--- config.mk ---
export PLATFORM = sky130hd
export DESIGN_NAME = mastermind_solver_flat
export DESIGN_NICKNAME = d
export VERILOG_FILES = /design/src/rtl/mastermind_pkg.sv /design/src/rtl/mastermind_solver_if.sv /design/src/rtl/peg_scorer.sv /design/src/rtl/mastermind_solver.sv /design/src/flat_wrapper.sv
export SDC_FILE = /design/constraint.sdc
export NUM_CORES = 1
export LEC_CHECK = 0
export BUFFER_PORTS_ARGS = -buffer_cell sky130_fd_sc_hd__buf_2
export CORE_MARGIN = 2
export CORE_UTILIZATION = 25
export DETAILED_ROUTE_END_ITERATION = 16
export PLACE_DENSITY_LB_ADDON = 0.05
export SLEW_MARGIN = 20
export SYNTH_ARGS = -nofsm -noshare
export SYNTH_HDL_FRONTEND = slang
export SYNTH_HIERARCHICAL = 1
export SYNTH_SLANG_ARGS = --single-unit
--- constraint.sdc ---
create_clock -name clk -period 12.65 [get_ports clk]
set_clock_uncertainty 0.2 [all_clocks]
set_input_delay 2.53 -clock clk [delete_from_list [all_inputs] [get_ports clk]]
set_output_delay 2.53 -clock clk [all_outputs]
set_load 0.01 [all_outputs]
--- src/rtl/mastermind_pkg.sv ---
// ============================================================================
// Package  : mastermind_pkg
// Summary  : Shared Mastermind code, history and solver-state definitions.
// Revision : 1.0 - initial release
// ============================================================================
`default_nettype none

package mastermind_pkg;

    localparam int NUM_PEGS   = 4;
    localparam int COLOR_W    = 3;
    localparam int NUM_COLORS = 8;
    localparam int CODE_W     = NUM_PEGS * COLOR_W;

    typedef logic [CODE_W-1:0]  code_t;
    typedef logic [COLOR_W-1:0] color_t;

    typedef struct packed {
        code_t      code;
        logic [2:0] exact;
        logic [2:0] partial;
    } hist_t;

    typedef enum logic [2:0] {
        ST_IDLE    = 3'd0,
        ST_EMIT    = 3'd1,
        ST_WAIT_FB = 3'd2,
        ST_SEARCH  = 3'd3,
        ST_SOLVED  = 3'd4,
        ST_FAILED  = 3'd5
    } state_t;

    // Peg p of a code; peg 0 occupies the least significant bits.
    function automatic color_t peg(input code_t c, input int p);
        return c[p*COLOR_W +: COLOR_W];
    endfunction

endpackage

`default_nettype wire

--- src/rtl/mastermind_solver_if.sv ---
// ============================================================================
// Interface : mastermind_solver_if
// Summary   : Guess/feedback handshake between the solver and the codemaker.
// Config    : MASTERMIND_SOLVER_STATS_EN adds search_cycles
// Revision  : 1.0 - initial release
// ============================================================================
`default_nettype none

interface mastermind_solver_if;

    logic       start;
    logic       fb_valid;
    logic [2:0] fb_exact;
    logic [2:0] fb_partial;
    logic [2:0] guess0;
    logic [2:0] guess1;
    logic [2:0] guess2;
    logic [2:0] guess3;
    logic       guess_valid;
    logic [2:0] turn;
    logic       busy;
    logic       solved;
    logic       failed;
`ifdef MASTERMIND_SOLVER_STATS_EN
    logic [15:0] search_cycles;
`endif

    modport master (
`ifdef MASTERMIND_SOLVER_STATS_EN
        output search_cycles,
`endif
        input  start, fb_valid, fb_exact, fb_partial,
        output guess0, guess1, guess2, guess3,
        output guess_valid, turn, busy, solved, failed
    );

    modport slave (
`ifdef MASTERMIND_SOLVER_STATS_EN
        input  search_cycles,
`endif
        output start, fb_valid, fb_exact, fb_partial,
        input  guess0, guess1, guess2, guess3,
        input  guess_valid, turn, busy, solved, failed
    );

endinterface

`default_nettype wire

--- src/rtl/peg_scorer.sv ---
// ============================================================================
// Module   : peg_scorer
// Summary  : Combinational Mastermind scorer: exact and colour-only matches.
// Revision : 1.0 - initial release
// ============================================================================
`default_nettype none

module peg_scorer
    import mastermind_pkg::*;
(
    input  code_t      code_a,
    input  code_t      code_b,
    output logic [2:0] exact,
    output logic [2:0] partial
);

    logic [2:0] w_cnt_a;
    logic [2:0] w_cnt_b;
    logic [2:0] w_common;

    always_comb begin
        exact    = '0;
        w_common = '0;
        w_cnt_a  = '0;
        w_cnt_b  = '0;
        for (int p = 0; p < NUM_PEGS; p++) begin
            if (peg(code_a, p) == peg(code_b, p)) begin
                exact = exact + 3'd1;
            end
        end
        // Colours shared regardless of position, then remove the exact hits.
        for (int c = 0; c < NUM_COLORS; c++) begin
            w_cnt_a = '0;
            w_cnt_b = '0;
            for (int p = 0; p < NUM_PEGS; p++) begin
                if (peg(code_a, p) == color_t'(c)) w_cnt_a = w_cnt_a + 3'd1;
                if (peg(code_b, p) == color_t'(c)) w_cnt_b = w_cnt_b + 3'd1;
            end
            w_common = w_common + ((w_cnt_a < w_cnt_b) ? w_cnt_a : w_cnt_b);
        end
        partial = w_common - exact;
    end

endmodule

`default_nettype wire

--- src/rtl/mastermind_solver.sv ---
// ============================================================================
// Module   : mastermind_solver
// Summary  : Codebreaker issuing the first guess consistent with all feedback.
// Config   : MASTERMIND_SOLVER_STATS_EN adds the search_cycles counter
// Revision : 1.0 - initial release
// ============================================================================
`default_nettype none

module mastermind_solver
    import mastermind_pkg::*;
#(
    parameter int MAX_TURNS = 8
) (
    input  logic                clk,
    input  logic                rst,
    mastermind_solver_if.master bus
);

    state_t     r_state;
    state_t     w_state_next;
    code_t      r_cand;
    code_t      r_guess;
    logic [3:0] r_turn;
    logic [2:0] r_idx;
    hist_t      r_hist [MAX_TURNS];

    logic       w_new_game;
    logic       w_latch;
    logic       w_store;
    logic       w_cand_inc;
    logic       w_idx_inc;
    logic       w_idx_clr;
    logic [2:0] w_sc_exact;
    logic [2:0] w_sc_partial;
    logic       w_match;
    logic       w_cand_last;

    peg_scorer u_scorer (
        .code_a  (r_cand),
        .code_b  (r_hist[r_idx].code),
        .exact   (w_sc_exact),
        .partial (w_sc_partial)
    );

    assign w_match     = (w_sc_exact == r_hist[r_idx].exact) &&
                         (w_sc_partial == r_hist[r_idx].partial);
    assign w_cand_last = &r_cand;

    always_ff @(posedge clk) begin
        if (rst) begin
            r_state <= ST_IDLE;
        end else begin
            r_state <= w_state_next;
        end
    end

    always_comb begin
        w_state_next    = r_state;
        w_new_game      = 1'b0;
        w_latch         = 1'b0;
        w_store         = 1'b0;
        w_cand_inc      = 1'b0;
        w_idx_inc       = 1'b0;
        w_idx_clr       = 1'b0;
        bus.guess_valid = (r_state == ST_WAIT_FB);
        bus.busy        = (r_state == ST_SEARCH);
        bus.solved      = (r_state == ST_SOLVED);
        bus.failed      = (r_state == ST_FAILED);
        if (bus.start) begin
            w_new_game   = 1'b1;
            w_state_next = ST_EMIT;
        end else begin
            case (r_state)
                ST_IDLE: begin
                    w_state_next = ST_IDLE;
                end
                ST_EMIT: begin
                    w_latch      = 1'b1;
                    w_state_next = ST_WAIT_FB;
                end
                ST_WAIT_FB: begin
                    if (bus.fb_valid) begin
                        w_store = 1'b1;
                        if (bus.fb_exact == 3'd4) begin
                            w_state_next = ST_SOLVED;
                        end else if ((r_turn + 4'd1) == 4'(MAX_TURNS)) begin
                            w_state_next = ST_FAILED;
                        end else if (w_cand_last) begin
                            w_state_next = ST_FAILED;
                        end else begin
                            w_cand_inc   = 1'b1;
                            w_idx_clr    = 1'b1;
                            w_state_next = ST_SEARCH;
                        end
                    end
                end
                ST_SEARCH: begin
                    if (!w_match) begin
                        // The code space is never wrapped: running off the end means no answer exists.
                        if (w_cand_last) begin
                            w_state_next = ST_FAILED;
                        end else begin
                            w_cand_inc = 1'b1;
                            w_idx_clr  = 1'b1;
                        end
                    end else if ({1'b0, r_idx} == (r_turn - 4'd1)) begin
                        w_state_next = ST_EMIT;
                    end else begin
                        w_idx_inc = 1'b1;
                    end
                end
                ST_SOLVED: begin
                    w_state_next = ST_SOLVED;
                end
                ST_FAILED: begin
                    w_state_next = ST_FAILED;
                end
                default: begin
                    w_state_next = ST_IDLE;
                end
            endcase
        end
    end

    always_ff @(posedge clk) begin
        if (rst || w_new_game) begin
            r_cand  <= '0;
            r_guess <= '0;
            r_turn  <= '0;
            r_idx   <= '0;
            for (int k = 0; k < MAX_TURNS; k++) begin
                r_hist[k] <= '0;
            end
        end else begin
            if (w_latch) begin
                r_guess <= r_cand;
            end
            if (w_store) begin
                r_hist[r_turn[2:0]] <= '{code: r_guess, exact: bus.fb_exact, partial: bus.fb_partial};
                r_turn              <= r_turn + 4'd1;
            end
            if (w_cand_inc) begin
                r_cand <= r_cand + 12'd1;
            end
            if (w_idx_clr) begin
                r_idx <= '0;
            end else if (w_idx_inc) begin
                r_idx <= r_idx + 3'd1;
            end
        end
    end

    assign bus.guess0 = r_guess[2:0];
    assign bus.guess1 = r_guess[5:3];
    assign bus.guess2 = r_guess[8:6];
    assign bus.guess3 = r_guess[11:9];
    // The display field is 3 bits wide; a full eight-turn game shows as 7.
    assign bus.turn   = (r_turn > 4'd7) ? 3'd7 : r_turn[2:0];

`ifdef MASTERMIND_SOLVER_STATS_EN
    logic [15:0] r_search_cycles;

    always_ff @(posedge clk) begin
        if (rst || w_new_game) begin
            r_search_cycles <= '0;
        end else if ((w_state_next == ST_SEARCH) && (r_state != ST_SEARCH)) begin
            r_search_cycles <= '0;
        end else if ((r_state == ST_SEARCH) && (r_search_cycles != 16'hFFFF)) begin
            r_search_cycles <= r_search_cycles + 16'd1;
        end
    end

    assign bus.search_cycles = r_search_cycles;
`endif

endmodule

`default_nettype wire

--- src/flat_wrapper.sv ---
// flat-port wrapper written by rule: the top's interface ports become plain ports
module mastermind_solver_flat import mastermind_pkg::*;
#(
    parameter int MAX_TURNS = 8
)
  (clk, rst, bus_start, bus_fb_valid, bus_fb_exact, bus_fb_partial, bus_guess0, bus_guess1, bus_guess2, bus_guess3, bus_guess_valid, bus_turn, bus_busy, bus_solved, bus_failed);
  mastermind_solver_if bus_i ();
  input  logic clk;
  input  logic rst;
  input wire logic [$bits(bus_i.start)-1:0] bus_start;
  input wire logic [$bits(bus_i.fb_valid)-1:0] bus_fb_valid;
  input wire logic [$bits(bus_i.fb_exact)-1:0] bus_fb_exact;
  input wire logic [$bits(bus_i.fb_partial)-1:0] bus_fb_partial;
  output wire logic [$bits(bus_i.guess0)-1:0] bus_guess0;
  output wire logic [$bits(bus_i.guess1)-1:0] bus_guess1;
  output wire logic [$bits(bus_i.guess2)-1:0] bus_guess2;
  output wire logic [$bits(bus_i.guess3)-1:0] bus_guess3;
  output wire logic [$bits(bus_i.guess_valid)-1:0] bus_guess_valid;
  output wire logic [$bits(bus_i.turn)-1:0] bus_turn;
  output wire logic [$bits(bus_i.busy)-1:0] bus_busy;
  output wire logic [$bits(bus_i.solved)-1:0] bus_solved;
  output wire logic [$bits(bus_i.failed)-1:0] bus_failed;
  assign bus_i.start = bus_start;
  assign bus_i.fb_valid = bus_fb_valid;
  assign bus_i.fb_exact = bus_fb_exact;
  assign bus_i.fb_partial = bus_fb_partial;
  assign bus_guess0 = bus_i.guess0;
  assign bus_guess1 = bus_i.guess1;
  assign bus_guess2 = bus_i.guess2;
  assign bus_guess3 = bus_i.guess3;
  assign bus_guess_valid = bus_i.guess_valid;
  assign bus_turn = bus_i.turn;
  assign bus_busy = bus_i.busy;
  assign bus_solved = bus_i.solved;
  assign bus_failed = bus_i.failed;
  mastermind_solver #(.MAX_TURNS(MAX_TURNS)) u_core (.clk(clk), .rst(rst), .bus(bus_i));
endmodule
After elaboration in Yosys (flattened, before gate mapping)
Memories as Yosys holds them, arrays and structs flattened. A register that Yosys moved wholly into a read port is not among the register bits.
Cells that the tools add are included.
Widths: inputs -> output; s select.

operators by class
  equal/unequal tests = 76
  $add $sub $neg = 63
  reduce and logical (&&, ||, !) cells = 16
  muxes and demuxes = 113
  order comparisons = 9

operator list
  operator               count
  $mux 3                 70
  $add 3x1->3 const B    52
  $eq 3x3->1 const B     35
  $eq 3x2->1 const B     18
  $mux 1                 40
  $eq 3x1->1 const B     9
  $logic_not 3->1        8
  $lt 3x3->1             8
  $add 3x3->3            7
  $eq 3x3->1             6
  $mux 18                1
  $reduce_or 18->1       1
  $pmux 3 s5             1
  $add 12x1->12 const B  1
  $reduce_and 12->1      1
  $ne 3x3->1 const B     2
  $reduce_and 3->1       2
  $add 4x1->4 const B    1
  $eq 3x4->1             1
  $eq 4x4->1 const B     1
  $gt 4x3->1 const B     1
  $ne 4x2->1 const B     1
  $ne 4x4->1 const B     1
  $reduce_or 2->1        2
  7 further kinds        7

word-level totals
  input bits = 10
  RAM bits = 144
  output and inout bits = 19
  register bits after elaboration = 34
  logic and storage cells = 284
  memories kept = 1

memories
  memory         depth  bits a word  rd ports  clocked after memory_dff  wr ports  RTL line                 text
  u_core.r_hist  8      18           1         1                         8         mastermind_solver.sv:25  hist_t r_hist [MAX_TURNS];

Depth between registers and ports, before layout
  depth in word-level cells = 25
  mapped depth = 38
  gate-level depth less buffers = 33

Hierarchy
Netlist, hierarchy kept.

by module, submodules not included
  module             cells an instance  area each (um^2)  instances  sequential area each (um^2)
  mastermind_solver  634                8491.9            1          5064.9
  peg_scorer         483                3771.1            1          0.0

Worst setup path after synthesis
No wires, ideal clock.

  kind = register to register
  start point = register (tool-made name)
  end point = register (tool-made name)
  library setup time = 0.133 ns
  setup slack = 4.254 ns
  period minus slack after synthesis = 8.396 ns
  arrival = 8.064 ns
  required time = 12.317 ns
  cell stages (with the launch flop) = 35
  path buffers = 4
  cells stage by stage = dfxtp_1 buf_6 buf_2 buf_1 mux4_2 mux2_2 clkbuf_1 or2_2 inv_1 ha_1 xnor2_1 ha_1 nand4b_1 xnor2_1 inv_1 ha_1 a21o_1 a31oi_1 mux2i_1 fa_1 fa_1 inv_1 fa_1 ha_1 xnor2_1 xnor2_1 xnor2_1 xnor2_1 xnor2_1 xnor3_1 xor2_1 nand2_1 nor4b_4 mux2i_1 nor3_2

==> qor.yml <==
run_status:
  status: "completed"
floorplan:
  dieArea_um2: 50800
  start_util_pct: 25.2
  die_w_um: 225
  pin_count: 29
  num_rows: 81
  die_h_um: 225
  core-area_um2: 48600
yosys:
  synth.cell_area_um2: 12300
  synth_top_cells_by_area: "edfxtp_1 (35%), ha_1 (8.6%), and2_1 (7.7%), dfxtp_1 (6.0%), mux4_2 (5.5%)"
  yosysTopAreaCell: "edfxtp_1"
  ys_warn_count: 6
  synth_top_family_by_area: "simple AND/OR/NAND/NOR gates"
  synth_simple_gate_area_share_pct: 19.9
  synth-edff-count: 144
  yosysUniqueCellTypes: 63
  yosys-top-cells-count: "and2_1 (151), edfxtp_1 (144), ha_1 (84), nand2_1 (82), inv_1 (61)"
  synth_compound_area_share_pct: 6.15
  synthCells: 1117
  synth_fa_ha_area_share_pct: 10.0
  syn_nets: 1220
  synth.top_cell.area_share_pct: 35.3
  synthMuxAreaShare_pct: 10.9
  avgSynthCellArea_um2: 11.0
  seq_area_frac_synth_pct: 41.3
  synth-seq-cells: 181
  ys_async_sr_fraction_pct: 0
  synth_ff_type: "edfxtp_1"
  yosysMostFrequentCell: "and2_1"
  synth_xor_xnor_area_share_pct: 7.57
place:
  gp_congestion: 0.727
  io_buffers: 28
  dp_cells: 1739
  place_area_um2: 13200
  dpl_worst_slack_ns: 3.76
  dp_hpwl_um: 24700
route:
  avgRoutedWirePerCell_um: 20.7
  via_per_inst: 4.54
  antenna_left: 0
  num_vias: 8038
  drt-initial-drc-count: 379
  routed_wl_um: 36600
  first_pass_iters: 4
  drc: 0
worst_setup_path:
  worstRegToRegCells: 29
  crit_required_ns: 12.82
  endpoint_kind: "flip-flop"
  crit_top_cell: "xnor2_1"
  path_max_fanout: 20
  worstSetupPathType: "flip-flop to flip-flop"
  crit_arrival_ns: 9.08
  rrSetupSlack_ns: 3.74
  cp-start-kind: "flip-flop"
  max_stage_delay_ns: 0.68
  crit_slowest_cell: "dfxtp_2"
timing:
  hold_viol_final: 0
  relSlewSlack_pct: 43.5
  fin_crit_ns: 8.91
  setup_viol: 0
  rsz0062_at_grt: "no"
  max_clock_freq_ghz: 0.112
  finalCritPeriodShare_pct: 70.5
  setup_slack_ns: 3.74
  tightest_slew_ns: 0.847
  finalSetupTns_ns: 0
  slew_violations: 0
min_path:
  hold_path_startpoint: "u_core/r_idx[2]"
  hold_class: "flip-flop to flip-flop"
  min_path_cells: 2
  whs_endpoint: "u_core/r_idx[2]"
power:
  irDropWorstVdd_mv: 0.0958
  p_leak_nw: 5.53
  powerDensity_nw_per_um2: 106
clock_tree:
  cts_root_buf: "clkbuf_16"
  clockBufferDepth: 2
  cts_setup_buffers: 0
  postCtsResizedCells: 0
  postCtsHoldBufs: 0
  numCtsBuffers: 17
  clock_latency_ns: 0.46
  cts_htree_levels: 4
  path_clk_slew_ns: 0.07
  cts_tree: "yes"
  cts_sinks: 181
layout:
  design_area_um2: 13800
  area_delta_synth_final_pct: 12.3
  nets: 1239
  antenna_cells: 0
  fillCellCount: 5037
  drive_above_1_share_pct: 16.5
  final_util_pct: 28.3
  stdcell_count: 1771
run:
  cap_viol_max_count: 0
global_route:
  grt_pass1_wl_um: 55300
  grt.total_usage_pct: 15.1
  grt_pass1_vias: 8343
  grt_max_degree: 35
  grt.overflow.total: 0
  antenna_found_initial: 1
## per-layer routing
metal | share of wire [%] | global-route usage [%] | vias up
met5 | 0 | 0 | -
met4 | 1.5 | 4.08 | 0
met1 | 49 | 20.5 | 3973
li1 | - | - | 3964
met2 | 48 | 25.4 | 72
met3 | 1.8 | 1.76 | 29
## cell families after synthesis
kind of cell	Yosys count
compound gates	120
buf+inv	119
flops	181
mux	87
xor+xnor	92
fa+ha+maj	93
simple gates	425
## state kept, by name, indices dropped and copies added (netlist names), named ones only
name	cells
u_core/r_hist	144
u_core/r_cand	12
u_core/r_guess	12
u_core/r_turn	4
u_core/r_idx	3
u_core/r_state	3
## power breakdown
| part | internal, mW | switching [mW] |
|---|---|---|
| Sequential | 0.659 | 0.00570 |
| Clock | 0.310 | 0.254 |
| Combinational | 0.0934 | 0.145 |
| Total | 1.06 | 0.405 |
## cell usage in the layout, fill, tap and decap left out, types with 7 or more instances in the layout
cell type,n
and3_1,17
nor3_1,13
and2_1,151
nor2_1,54
edfxtp_1,144
dfxtp_1,35
o21ai_1,7
inv_1,61
o21ai_0,22
mux2i_1,28
mux4_2,30
nand3_1,24
xor2_1,40
a21oi_1,50
nor3b_1,8
nand3b_1,19
nand2_1,82
clkbuf_16,19
nor3b_2,8
mux2_2,25
xnor2_1,42
buf_4,30
buf_2,28
fa_1,9
ha_1,84
## layout make-up
cell class	instances	area, um^2	share of cell area (%)
flip-flops and latches	181	5070	36.8
multi-input cells	817	6720	48.8
clock inverters	10	109	0.790
inverters	61	229	1.66
clock buffers	22	507	3.68
well taps	622	778	5.65
repair buffers	58	365	2.65
## critical path, delay by kind of cell (launching register included)
family / cells / cell delay, ns
DFF: 1 / 0.68
and+or+nand+nor: 4 / 1.25
AOI/OAI and AO/OA: 3 / 0.68
adders and majority gates: 7 / 2.58
xor gates and xnor gates: 8 / 1.47
muxes: 4 / 1.34
buffers and inverters: 3 / 0.55
## metrics by stage
step                hold WS [ns]  total power [mW]
global placement           0.393             0.922
detailed placement         0.387             0.920
floorplan                  0.261             0.848
CTS                        0.407              1.49
global route               0.439              1.53
finish                     0.406              1.47
## worst max-delay path by stage
stage,to,slack (ns),cells past startpoint
2_1_floorplan,flip-flop,4.25,34
3_3_place_gp,flip-flop,3.79,28
3_5_place_dp,flip-flop,3.76,28
4_1_cts,flip-flop,3.66,29
5_1_grt,flip-flop,3.07,29
6_report,flip-flop,3.74,29
Power figures use the tool's default switching activity.
